===== config.mk =====
export PLATFORM = sky130hd
export DESIGN_NAME = bit_serial_adder
export DESIGN_NICKNAME = d
export VERILOG_FILES = /design/src/rtl/bit_serial_adder_pkg.sv /design/src/rtl/full_adder.sv /design/src/rtl/bit_serial_adder.sv
export SDC_FILE = /design/constraint.sdc
export NUM_CORES = 1
export LEC_CHECK = 0
export CORE_MARGIN = 1
export CORE_UTILIZATION = 45
export DETAILED_ROUTE_END_ITERATION = 10
export HOLD_SLACK_MARGIN = 0.05
export PLACE_DENSITY = 0.7
export SLEW_MARGIN = 40
export SYNTH_ARGS = -nofsm -noshare
export SYNTH_HDL_FRONTEND = slang
export SYNTH_SLANG_ARGS = --single-unit

===== constraint.sdc =====
create_clock -name clk -period 2.9 [get_ports clk]
set_input_delay 0.58 -clock clk [delete_from_list [all_inputs] [get_ports clk]]
set_output_delay 0.58 -clock clk [all_outputs]
set_load 0.1 [all_outputs]

===== src/rtl/bit_serial_adder_pkg.sv =====
// bit_serial_adder_pkg: shared types and constants for the bit-serial adder.
// Holds the FSM state encoding and the default operand width.
package bit_serial_adder_pkg;

    typedef enum logic [1:0] {
        IDLE = 2'd0,
        RUN  = 2'd1,
        DONE = 2'd2
    } state_t;

    localparam int DEFAULT_WIDTH = 4;

endpackage


===== src/rtl/full_adder.sv =====
// full_adder: 1-bit combinational full-adder cell.
// Ports: a, b, cin (inputs); s = sum bit, cout = carry-out (outputs).
module full_adder (
    input  logic a,
    input  logic b,
    input  logic cin,
    output logic s,
    output logic cout
);

    assign s    = a ^ b ^ cin;
    assign cout = (a & b) | (cin & (a ^ b));

endmodule


===== src/rtl/bit_serial_adder.sv =====
// bit_serial_adder: {cout,sum} = a + b + cin, one bit per clock, LSB first.
// Ports: clk, rst (sync, active-high), start/a/b/cin in; busy, done, sum, cout out.
module bit_serial_adder
    import bit_serial_adder_pkg::*;
#(
    parameter int WIDTH = DEFAULT_WIDTH
) (
    input  logic             clk,
    input  logic             rst,
    input  logic             start,
    input  logic [WIDTH-1:0] a,
    input  logic [WIDTH-1:0] b,
    input  logic             cin,
    output logic             busy,
    output logic             done,
    output logic [WIDTH-1:0] sum,
    output logic             cout
);

    localparam int CW = (WIDTH > 1) ? $clog2(WIDTH) : 1;
    localparam logic [CW-1:0] LAST = CW'(WIDTH - 1);

    state_t           state;
    logic [WIDTH-1:0] a_sh;
    logic [WIDTH-1:0] b_sh;
    logic [WIDTH-1:0] res_sh;
    logic             carry;
    logic [CW-1:0]    cnt;

    logic             fa_s;
    logic             fa_co;
    logic [WIDTH-1:0] res_nxt;

    full_adder u_fa (
        .a    (a_sh[0]),
        .b    (b_sh[0]),
        .cin  (carry),
        .s    (fa_s),
        .cout (fa_co)
    );

    // New sum bit enters at the MSB so that after WIDTH shifts
    // bit 0 of the result sits at bit 0.
    assign res_nxt = {fa_s, res_sh[WIDTH-1:1]};

    always_ff @(posedge clk) begin
        if (rst) begin
            state  <= IDLE;
            busy   <= 1'b0;
            done   <= 1'b0;
            sum    <= '0;
            cout   <= 1'b0;
            a_sh   <= '0;
            b_sh   <= '0;
            res_sh <= '0;
            carry  <= 1'b0;
            cnt    <= '0;
        end else begin
            unique case (state)
                IDLE: begin
                    done <= 1'b0;
                    if (start) begin
                        a_sh   <= a;
                        b_sh   <= b;
                        carry  <= cin;
                        cnt    <= '0;
                        busy   <= 1'b1;
                        state  <= RUN;
                    end
                end
                RUN: begin
                    res_sh <= res_nxt;
                    a_sh   <= a_sh >> 1;
                    b_sh   <= b_sh >> 1;
                    carry  <= fa_co;
                    cnt    <= cnt + 1'b1;
                    if (cnt == LAST) begin
                        sum   <= res_nxt;
                        cout  <= fa_co;
                        busy  <= 1'b0;
                        done  <= 1'b1;
                        state <= DONE;
                    end
                end
                DONE: begin
                    done <= 1'b0;
                    // Back-to-back accept skips the IDLE cycle.
                    if (start) begin
                        a_sh   <= a;
                        b_sh   <= b;
                        carry  <= cin;
                        cnt    <= '0;
                        busy   <= 1'b1;
                        state  <= RUN;
                    end else begin
                        state  <= IDLE;
                    end
                end
                default: begin
                    busy  <= 1'b0;
                    done  <= 1'b0;
                    state <= IDLE;
                end
            endcase
        end
    end

endmodule

==> results of run 1 <==
## worst max-delay path by stage
stage | endpoint | startpoint | cells past startpoint
2_1_floorplan | busy | busy$_SDFFE_PP0P_ | 0
3_3_place_gp | a_sh[2]$_SDFFE_PP0P_ | start | 4
3_5_place_dp | b_sh[2]$_SDFFE_PP0P_ | start | 4
4_1_cts | b_sh[2]$_SDFFE_PP0P_ | start | 4
5_1_grt | a_sh[0]$_SDFFE_PP0P_ | start | 4
6_report | b_sh[2]$_SDFFE_PP0P_ | start | 4
## critical path, stage by stage
cell and delay, ps:
clkdlybuf4s50_1 600, nor2b_4 300, or2_1 370, a211oi_2 130
## registers in the layout, summed over array words and instances, names as in the netlist
register  count
carry         1
a_sh          4
state         2
done          1
busy          1
res_sh        3
cout          1
b_sh          4
sum           4
cnt           2
## kinds of logic (layout without fill, tap and decap cells)
family                   after synthesis  in the layout
adder cells (fa/ha/maj)                2              2
flip-flops                            23             23
multiplexers                          10             10
XOR/XNOR                               1              1
AND/OR/NAND/NOR                       42             42
buffers and inverters                 11             24
AO/OA/AOI/OAI                         22             22
## power by group
group | internal [W] | switching, W
clock network | 0.0000514 | 0.0000939
registers | 0.000334 | 0.0000121
logic | 0.0000522 | 0.0000648
total | 0.000438 | 0.000171
## per-layer routing
layer | vias to the layer above | routed length (µm)
met5 | - | 0
met4 | 0 | 14
met3 | 2 | 60
met2 | 10 | 888
met1 | 384 | 955
li1 | 414 | -
## cell type report
| class | count | area [µm²] |
|---|---|---|
| Sequential cell | 23 | 460 |
| Fill cell | 218 | 995 |
| Clock buffer | 3 | 22.5 |
| Tap cell | 28 | 35.0 |
| Multi-Input combinational cell | 77 | 522 |
| Clock inverter | 1 | 5.00 |
| Timing Repair Buffer | 20 | 173 |
## Yosys cell counts
master     n
mux2i_1    9
xnor2_1    1
nor2b_4    1
fa_1       1
nor2_1     7
nand3b_1   1
nor3_1     8
nand3_1    7
clkbuf_1   3
nand2_1   12
buf_2      3
o21bai_1   1
mux2_2     1
nor3b_1    3
nor2b_1    1
or2_1      1
o21a_1     2
a211oi_2   7
ha_1       1
a21oi_1   12
buf_4      2
nand2b_1   1
buf_6      3
dfxtp_1   23
## per-stage QoR
step	setup WS, ps	instances
after global placement	802	148
after floorplan	1380	111
after global routing	1050	152
after detailed placement	757	148
final	1100	152
after CTS	1110	152
==> reports/metrics.yaml, run 1 <==
floorplan:
  die_w_um: 50.5
  pin_count: 19
  start_util: 0.478
  coreArea_mm2: 0.00221
  rows: 17
  die_height_um: 50.5
  die_area_mm2: 0.00255
worst_hold_path:
  min-delay-start: "sum[0]$_SDFFE_PP0P_"
  hold_end: "sum[0]$_SDFFE_PP0P_"
  min_path_type: "flip-flop to flip-flop"
  worstHoldPathCells: 2
critical_path:
  startpoint_type: "primary input"
  rr_worst_depth: 3
  worstReg2RegStart: "state[1]$_SDFFE_PP0P_"
  reg2reg_setup_slack_ps: 1290
  worstReg2RegEnd: "b_sh[2]$_SDFFE_PP0P_"
  path_max_fanout: 9
  path_class: "primary input to flip-flop"
  end_kind: "flip-flop"
  crit_arrival_ps: 1980
  worstPathRequired_ps: 3090
final_layout:
  drive_gt1_frac: 0.185
  diodes: 0
  fin_util: 0.550
  design_area_mm2: 0.00122
  nNetsFinal: 139
  mostFrequentLayoutCell: "dfxtp_1"
  mostFrequentLayoutCells: "23 x dfxtp_1, 12 x a21oi_1, 12 x nand2_1"
  area_delta_synth_final_pct: 15.1
cts:
  cts_max_level: 1
  cts-resized-gates: 0
  tritoncts: "yes"
  cts_buffer_depth: 2
  holdBufCountCts: 0
  cts_num_sinks: 23
  path_clk_slew_ps: 120
  cts_buffers: 3
  cts_setup_buffers: 0
  clockRootBuffer: "clkbuf_4"
  worstSkewPairLatency_ps: 310
routing:
  via_per_inst: 5.33
  via_count: 810
  wl_per_cell_um: 12.6
  drtPass1Iterations: 2
  drc_errors: 0
  routed_wl_um: 1920
  final_antenna_net_count: 0
  first_iter_violations: 6
logic_synthesis:
  synth_mux_area_frac: 0.0959
  syn_area_mm2: 0.00106
  synth_cell_types: 24
  synth_top_area_share: 0.436
  synthXorXnorAreaFrac: 0.00828
  synth-simple-area-share: 0.198
  synth_area_leaders: "dfxtp_1 44%, mux2i_1 8.5%, a211oi_2 8.3%, a21oi_1 5.7%, nand2_1 4.3%"
  ys_seq_area_frac: 0.436
  synth_compound_area_frac: 0.161
  syn_nets: 125
  yosys.area.top_type: "dfxtp_1"
  synth_warnings: 0
  yosys_register_bits: 23
  synth_top_family_by_area: "simple AND/OR/NAND/NOR gates"
  syn_inst: 111
  synth_fa_ha_area_frac: 0.0308
  avgSynthCellArea_um2: 9.52
timing:
  drv_slew: 0
  rsz0062_at_grt: "false"
  hold_violations: 0
  fin_setup_tns_ps: 0
  setup_violations: 0
  fin_worst_skew_ps: 2.96
  fin_hold_ws_ps: 467
  fin_crit_ps: 1800
  fin_crit_sh: 0.620
  fmax_ghz: 0.556
  max-slew-margin-rel: 0.601
  worstMarginPinSlew_ps: 597
placed_design:
  dp_hpwl_um: 1340
  gp_congestion: 0.774
  port-buffer-count: 18
  placed_area_mm2: 0.00119
grt:
  overflow: 0
  grt_max_degree: 24
  grt_usage: 0.175
  busiest_layer: "met2"
  use_met3: 0.0364
  use_met1: 0.215
  gr-usage-met2: 0.291
  grt_pass1_vias: 771
  grt_pass1_wl_um: 3320
  antenna_found_initial: 0
power:
  ir_worst_vdd_mv: 0.288
  power_w: 0.000609
  power.leakage_nw: 0.448
  power_density_mw_per_mm2: 500
status:
  outcome: "complete, no violations"
run:
  cap_violations: 0
(Power assumes the default switching activity.)
==> run 2: changes to the inputs <==
Clock period 2.9 ns to 1.8 ns, I/O delays scaled along.
==> reports/metrics.yaml, run 2 (synthesis results as in run 1) <==
status:
  outcome: "complete, no violations"
cts:
  cts_num_sinks: 23  # unchanged
  cts_setup_buffers: 0  # unchanged
  cts_max_level: 1  # unchanged
  worstSkewPairLatency_ps: 310  # about the same
  holdBufCountCts: 0  # unchanged
  tritoncts: "yes"
  clockRootBuffer: "clkbuf_4"
  path_clk_slew_ps: 130  # about the same
  cts_buffers: 3  # unchanged
  cts_buffer_depth: 2  # unchanged
  cts-resized-gates: 0  # unchanged
placed_design:
  dp_hpwl_um: 1420  # +5.5%
  gp_congestion: 0.800  # +3.4%
  port-buffer-count: 18  # unchanged
final_layout:
  mostFrequentLayoutCell: "dfxtp_1"
  area_delta_synth_final_pct: 26.0
  mostFrequentLayoutCells: "23 x dfxtp_1, 12 x a21oi_1, 12 x nand2_1"
  nNetsFinal: 142  # +2.2%
  diodes: 0  # unchanged
  reg_top3: "a_sh (4), b_sh (4), sum (4)"
  drive_gt1_frac: 0.197  # +0.0114
power:
  power_w: 0.00100  # +65%
  power.leakage_nw: 0.482  # +7.7%
  ir_worst_vdd_mv: 0.506  # +76%
  power_density_mw_per_mm2: 752  # +50%
critical_path:
  worstReg2RegEnd: "b_sh[0]$_SDFFE_PP0P_"
  worstPathRequired_ps: 2000  # -1090 ps
  rr_worst_depth: 3  # unchanged
  crit_path_end: "b_sh[0]$_SDFFE_PP0P_"
  worstReg2RegStart: "state[0]$_SDFFE_PP0P_"
  path_class: "primary input to flip-flop"
  crit_chain: "clkdlybuf4s50_1, nor2b_4, or2_1, a211oi_2"
  end_kind: "flip-flop"
  crit_arrival_ps: 1590  # -390 ps
  slowest_delay_ps: 490  # -110 ps
  startpoint_type: "primary input"
  reg2reg_setup_slack_ps: 490  # -800 ps
  cp_slowest_cell: "clkdlybuf4s50_1"
  critPathLaunch: "start"
  path_max_fanout: 9  # unchanged
grt:
  grt_max_degree: 24  # unchanged
  grt_pass1_vias: 831  # +7.8%
  grt_pass1_wl_um: 3390  # +2.1%
  grt_usage: 0.177  # +0.00169
  antenna_found_initial: 0  # unchanged
  overflow: 0  # unchanged
timing:
  fin_setup_tns_ps: 0  # unchanged
  worstMarginPinSlew_ps: 355  # -242 ps
  setup_violations: 0  # unchanged
  drv_slew: 0  # unchanged
  rsz0062_at_grt: "false"
  hold_violations: 0  # unchanged
  max-slew-margin-rel: 0.763  # +0.162
  fin_crit_sh: 0.775
  fin_worst_skew_ps: 3.87  # +0.905 ps
  fin_crit_ps: 1390
  fmax_ghz: 0.717
floorplan:
  die_w_um: 50.5  # unchanged
  die_height_um: 50.5  # unchanged
  die_area_mm2: 0.00255  # unchanged
  rows: 17  # unchanged
  pin_count: 19  # unchanged
  start_util: 0.478  # unchanged
  coreArea_mm2: 0.00221  # unchanged
routing:
  routed_wl_um: 1900  # -1.3%
  final_antenna_net_count: 0  # unchanged
  via_count: 798  # -1.5%
  first_iter_violations: 8  # +2
  via_per_inst: 5.15  # -3.4%
  wl_per_cell_um: 12.2  # -3.2%
  drtPass1Iterations: 3  # +1
  drc_errors: 0  # unchanged
worst_hold_path:
  min_path_type: "flip-flop to flip-flop"
run:
  cap_violations: 0  # unchanged
[run 2: worst max-delay path, delay by kind of cell]
| kind | cells | cell delay, ps |
|---|---|---|
| AO/OA/AOI/OAI | 1 | 120 |
| buffers and inverters | 1 | 490 |
| AND/OR/NAND/NOR | 2 | 620 |
[run 2: how the worst min path moves through the flow]
stage / slack, ps / cells past startpoint / startpoint / end
floorplan: 420 / 1 / rst / a_sh[2]$_SDFFE_PP0P_
global placement: 440 / 2 / res_sh[1]$_SDFFE_PP0N_ / res_sh[1]$_SDFFE_PP0N_
detailed placement: 460 / 2 / res_sh[1]$_SDFFE_PP0N_ / res_sh[1]$_SDFFE_PP0N_
CTS: 480 / 2 / res_sh[1]$_SDFFE_PP0N_ / res_sh[1]$_SDFFE_PP0N_
global route: 500 / 2 / res_sh[1]$_SDFFE_PP0N_ / res_sh[1]$_SDFFE_PP0N_
finish: 470 / 2 / res_sh[1]$_SDFFE_PP0N_ / res_sh[1]$_SDFFE_PP0N_
[run 2: layer usage]
metal,part of all wire,up-vias,GRT usage
met5,0,-,0
met4,0.011,0,0.0833
met3,0.029,4,0.0364
met2,0.48,10,0.304
met1,0.48,366,0.209
li1,-,418,-
[run 2: cell type report]
cell class                 count  area (µm²)
sequential                    23         460
timing repair buffer          23         288
tap                           28        35.0
multi-input combinational     77         522
fill                         200         880
clock buffer                   3        22.5
clock inverter                 1        5.00
[run 2: through the flow]
stage          hold WS, ps  area (µm²)   util  cells  setup slack, ps
4_1_cts                475        1330  0.602    155              402
3_5_place_dp           457        1310  0.590    151             64.6
2_1_floorplan          425        1060      -    111              500
6_report               474        1330  0.602    155              406
3_3_place_gp           444        1310  0.590    151              125
5_1_grt                497        1330  0.602    155              366
[run 2: where the power goes]
group          total (W)  switching (W)  internal (W)  leakage, nW
logic           0.000197       0.000100     0.0000961        0.276
clock network   0.000242       0.000159     0.0000831       0.0177
registers       0.000563      0.0000244      0.000539        0.188
total            0.00100       0.000284      0.000718        0.482
==> run 3: changes to the inputs <==
Clock period 1.8 ns to 1.3 ns, I/O delays scaled along.
==> reports/metrics.yaml, run 3 (synthesis results as in run 1) <==
timing:
  fmax_ghz: 0.848
  fin_crit_ps: 1180
  setup_violations: 0  # unchanged
  fin_crit_sh: 0.907
  max-slew-margin-rel: 0.842  # +0.0791
  fin_setup_tns_ps: 0  # unchanged
  drv_slew: 0  # unchanged
  fin_worst_skew_ps: 6.11  # +2.24 ps
  rsz0062_at_grt: "false"
  worstMarginPinSlew_ps: 235  # -120 ps
  hold_violations: 0  # unchanged
routing:
  drtPass1Iterations: 4  # +1
  via_count: 852  # +6.8%
  final_antenna_net_count: 0  # unchanged
  first_iter_violations: 13  # +5
  via_per_inst: 5.33  # +3.4%
  routed_wl_um: 2000  # +5.5%
  wl_per_cell_um: 12.5  # +2.2%
  drc_errors: 0  # unchanged
grt:
  grt_usage: 0.189  # +0.0121
  grt_pass1_vias: 863  # +3.9%
  grt_pass1_wl_um: 3620  # +6.7%
  grt_max_degree: 24  # unchanged
  overflow: 0  # unchanged
  antenna_found_initial: 0  # unchanged
power:
  pwr-share-comb: 0.212  # +0.016
  clockPowerShare: 0.230  # -0.012
  ir_worst_vdd_mv: 0.720  # +42%
  power_density_mw_per_mm2: 1010  # +34%
  swShare: 0.272  # -0.0114
  switchingPower_w: 0.000380  # +34%
  pwr-share-seq: 0.558  # -0.004
  power_w: 0.00140  # +39%
  internal-power_w: 0.00102  # +42%
  power.leakage_nw: 0.512  # +6.2%
final_layout:
  diodes: 0  # unchanged
  reg_top3: "a_sh (4), b_sh (4), sum (4)"
  nNetsFinal: 147  # +3.5%
  mostFrequentLayoutCells: "23 x dfxtp_1, 12 x a21oi_1, 12 x nand2_1"
  drive_gt1_frac: 0.235  # +0.0380
  area_delta_synth_final_pct: 31.1
  instances_no_fill: 160  # +3.2%
  mostFrequentLayoutCell: "dfxtp_1"
critical_path:
  worstPathRequired_ps: 1530  # -470 ps
  path_max_fanout: 7  # -2
  path_class: "flip-flop to flip-flop"
  startpoint_type: "flip-flop"
  cp.buffers_inverters: 1  # unchanged
  end_kind: "flip-flop"
  cp_slowest_cell: "dfxtp_1"
  slowest_delay_ps: 450  # -40 ps
  crit_chain: "nor2b_2, buf_4, nor3_1, a211oi_2"
  critPathTopFamily: "flip-flops"
  crit_arrival_ps: 1410  # -180 ps
placed_design:
  port-buffer-count: 18  # unchanged
  place_inst: 156  # +3.3%
  gp_congestion: 0.802  # +0.21%
  dp_hpwl_um: 1530  # +7.9%
floorplan:
  pin_count: 19  # unchanged
  die_area_mm2: 0.00255  # unchanged
  die_height_um: 50.5  # unchanged
  coreArea_mm2: 0.00221  # unchanged
  die_w_um: 50.5  # unchanged
  rows: 17  # unchanged
  start_util: 0.478  # unchanged
cts:
  cts_setup_buffers: 0  # unchanged
  cts_max_level: 1  # unchanged
  tritoncts: "yes"
  holdBufCountCts: 0  # unchanged
  cts_num_sinks: 23  # unchanged
  cts_buffers: 3  # unchanged
  worstSkewPairLatency_ps: 310  # about the same
  clockRootBuffer: "clkbuf_4"
  path_clk_slew_ps: 120  # about the same
  cts_buffer_depth: 2  # unchanged
status:
  outcome: "complete, no violations"
worst_hold_path:
  min_path_type: "flip-flop to flip-flop"
run:
  cap_violations: 0  # unchanged
==> run 3: worst paths after layout <==
path	depth (start not counted)	end	slack [ps]	startpoint
max	4	a_sh[0]$_SDFFE_PP0P_	120	state[0]$_SDFFE_PP0P_
min	2	res_sh[1]$_SDFFE_PP0N_	480	res_sh[2]$_SDFFE_PP0N_
max reg2reg	4	a_sh[0]$_SDFFE_PP0P_	120	state[0]$_SDFFE_PP0P_
min reg2reg	2	res_sh[1]$_SDFFE_PP0N_	480	res_sh[2]$_SDFFE_PP0N_
==> run 3: area by class of cell <==
cell class / instances / area [µm²]
Fill cell: 212 / 826
Clock buffer: 4 / 26.3
Multi-Input combinational cell: 77 / 527
Tap cell: 28 / 35.0
Sequential cell: 23 / 460
Timing Repair Buffer: 28 / 338
==> run 3: metal layers <==
layer | global-route usage | vias to the layer above | part of all wire
li1 | - | 425 | -
met1 | 0.222 | 404 | 0.45
met2 | 0.329 | 18 | 0.49
met3 | 0.0394 | 5 | 0.044
met4 | 0.0833 | 0 | 0.018
met5 | 0 | - | 0
==> run 3: power by group through the flow <==
stage	Clock [W]	Sequential (W)	Combinational, W
2_1_floorplan	0	0.000808	0.000187
3_3_place_gp	0	0.000792	0.000285
3_5_place_dp	0	0.000794	0.000294
4_1_cts	0.000341	0.000779	0.000298
5_1_grt	0.000375	0.000786	0.000323
6_report	0.000322	0.000779	0.000296
==> run 3: worst register-to-register path, stage by stage (launching register included) <==
cell	delay (ps)
dfxtp_1	450
nor2b_2	240
buf_4	170
nor3_1	60
a211oi_2	190
==> run 3: per-stage QoR <==
stage	hold slack, ps	utilization	cell area [µm²]	setup WS (ps)
2_1_floorplan	325	-	1060	3.74
3_3_place_gp	443	0.613	1360	-159
3_5_place_dp	474	0.613	1360	-189
4_1_cts	490	0.626	1380	57.3
5_1_grt	527	0.627	1390	39.5
6_report	479	0.627	1390	121
==> run 3: what timing repair did <==
item | CTS | global route
resized for setup | 1 | 1
setup endpoints to repair | 7 | 8
pin swaps | 0 | 0
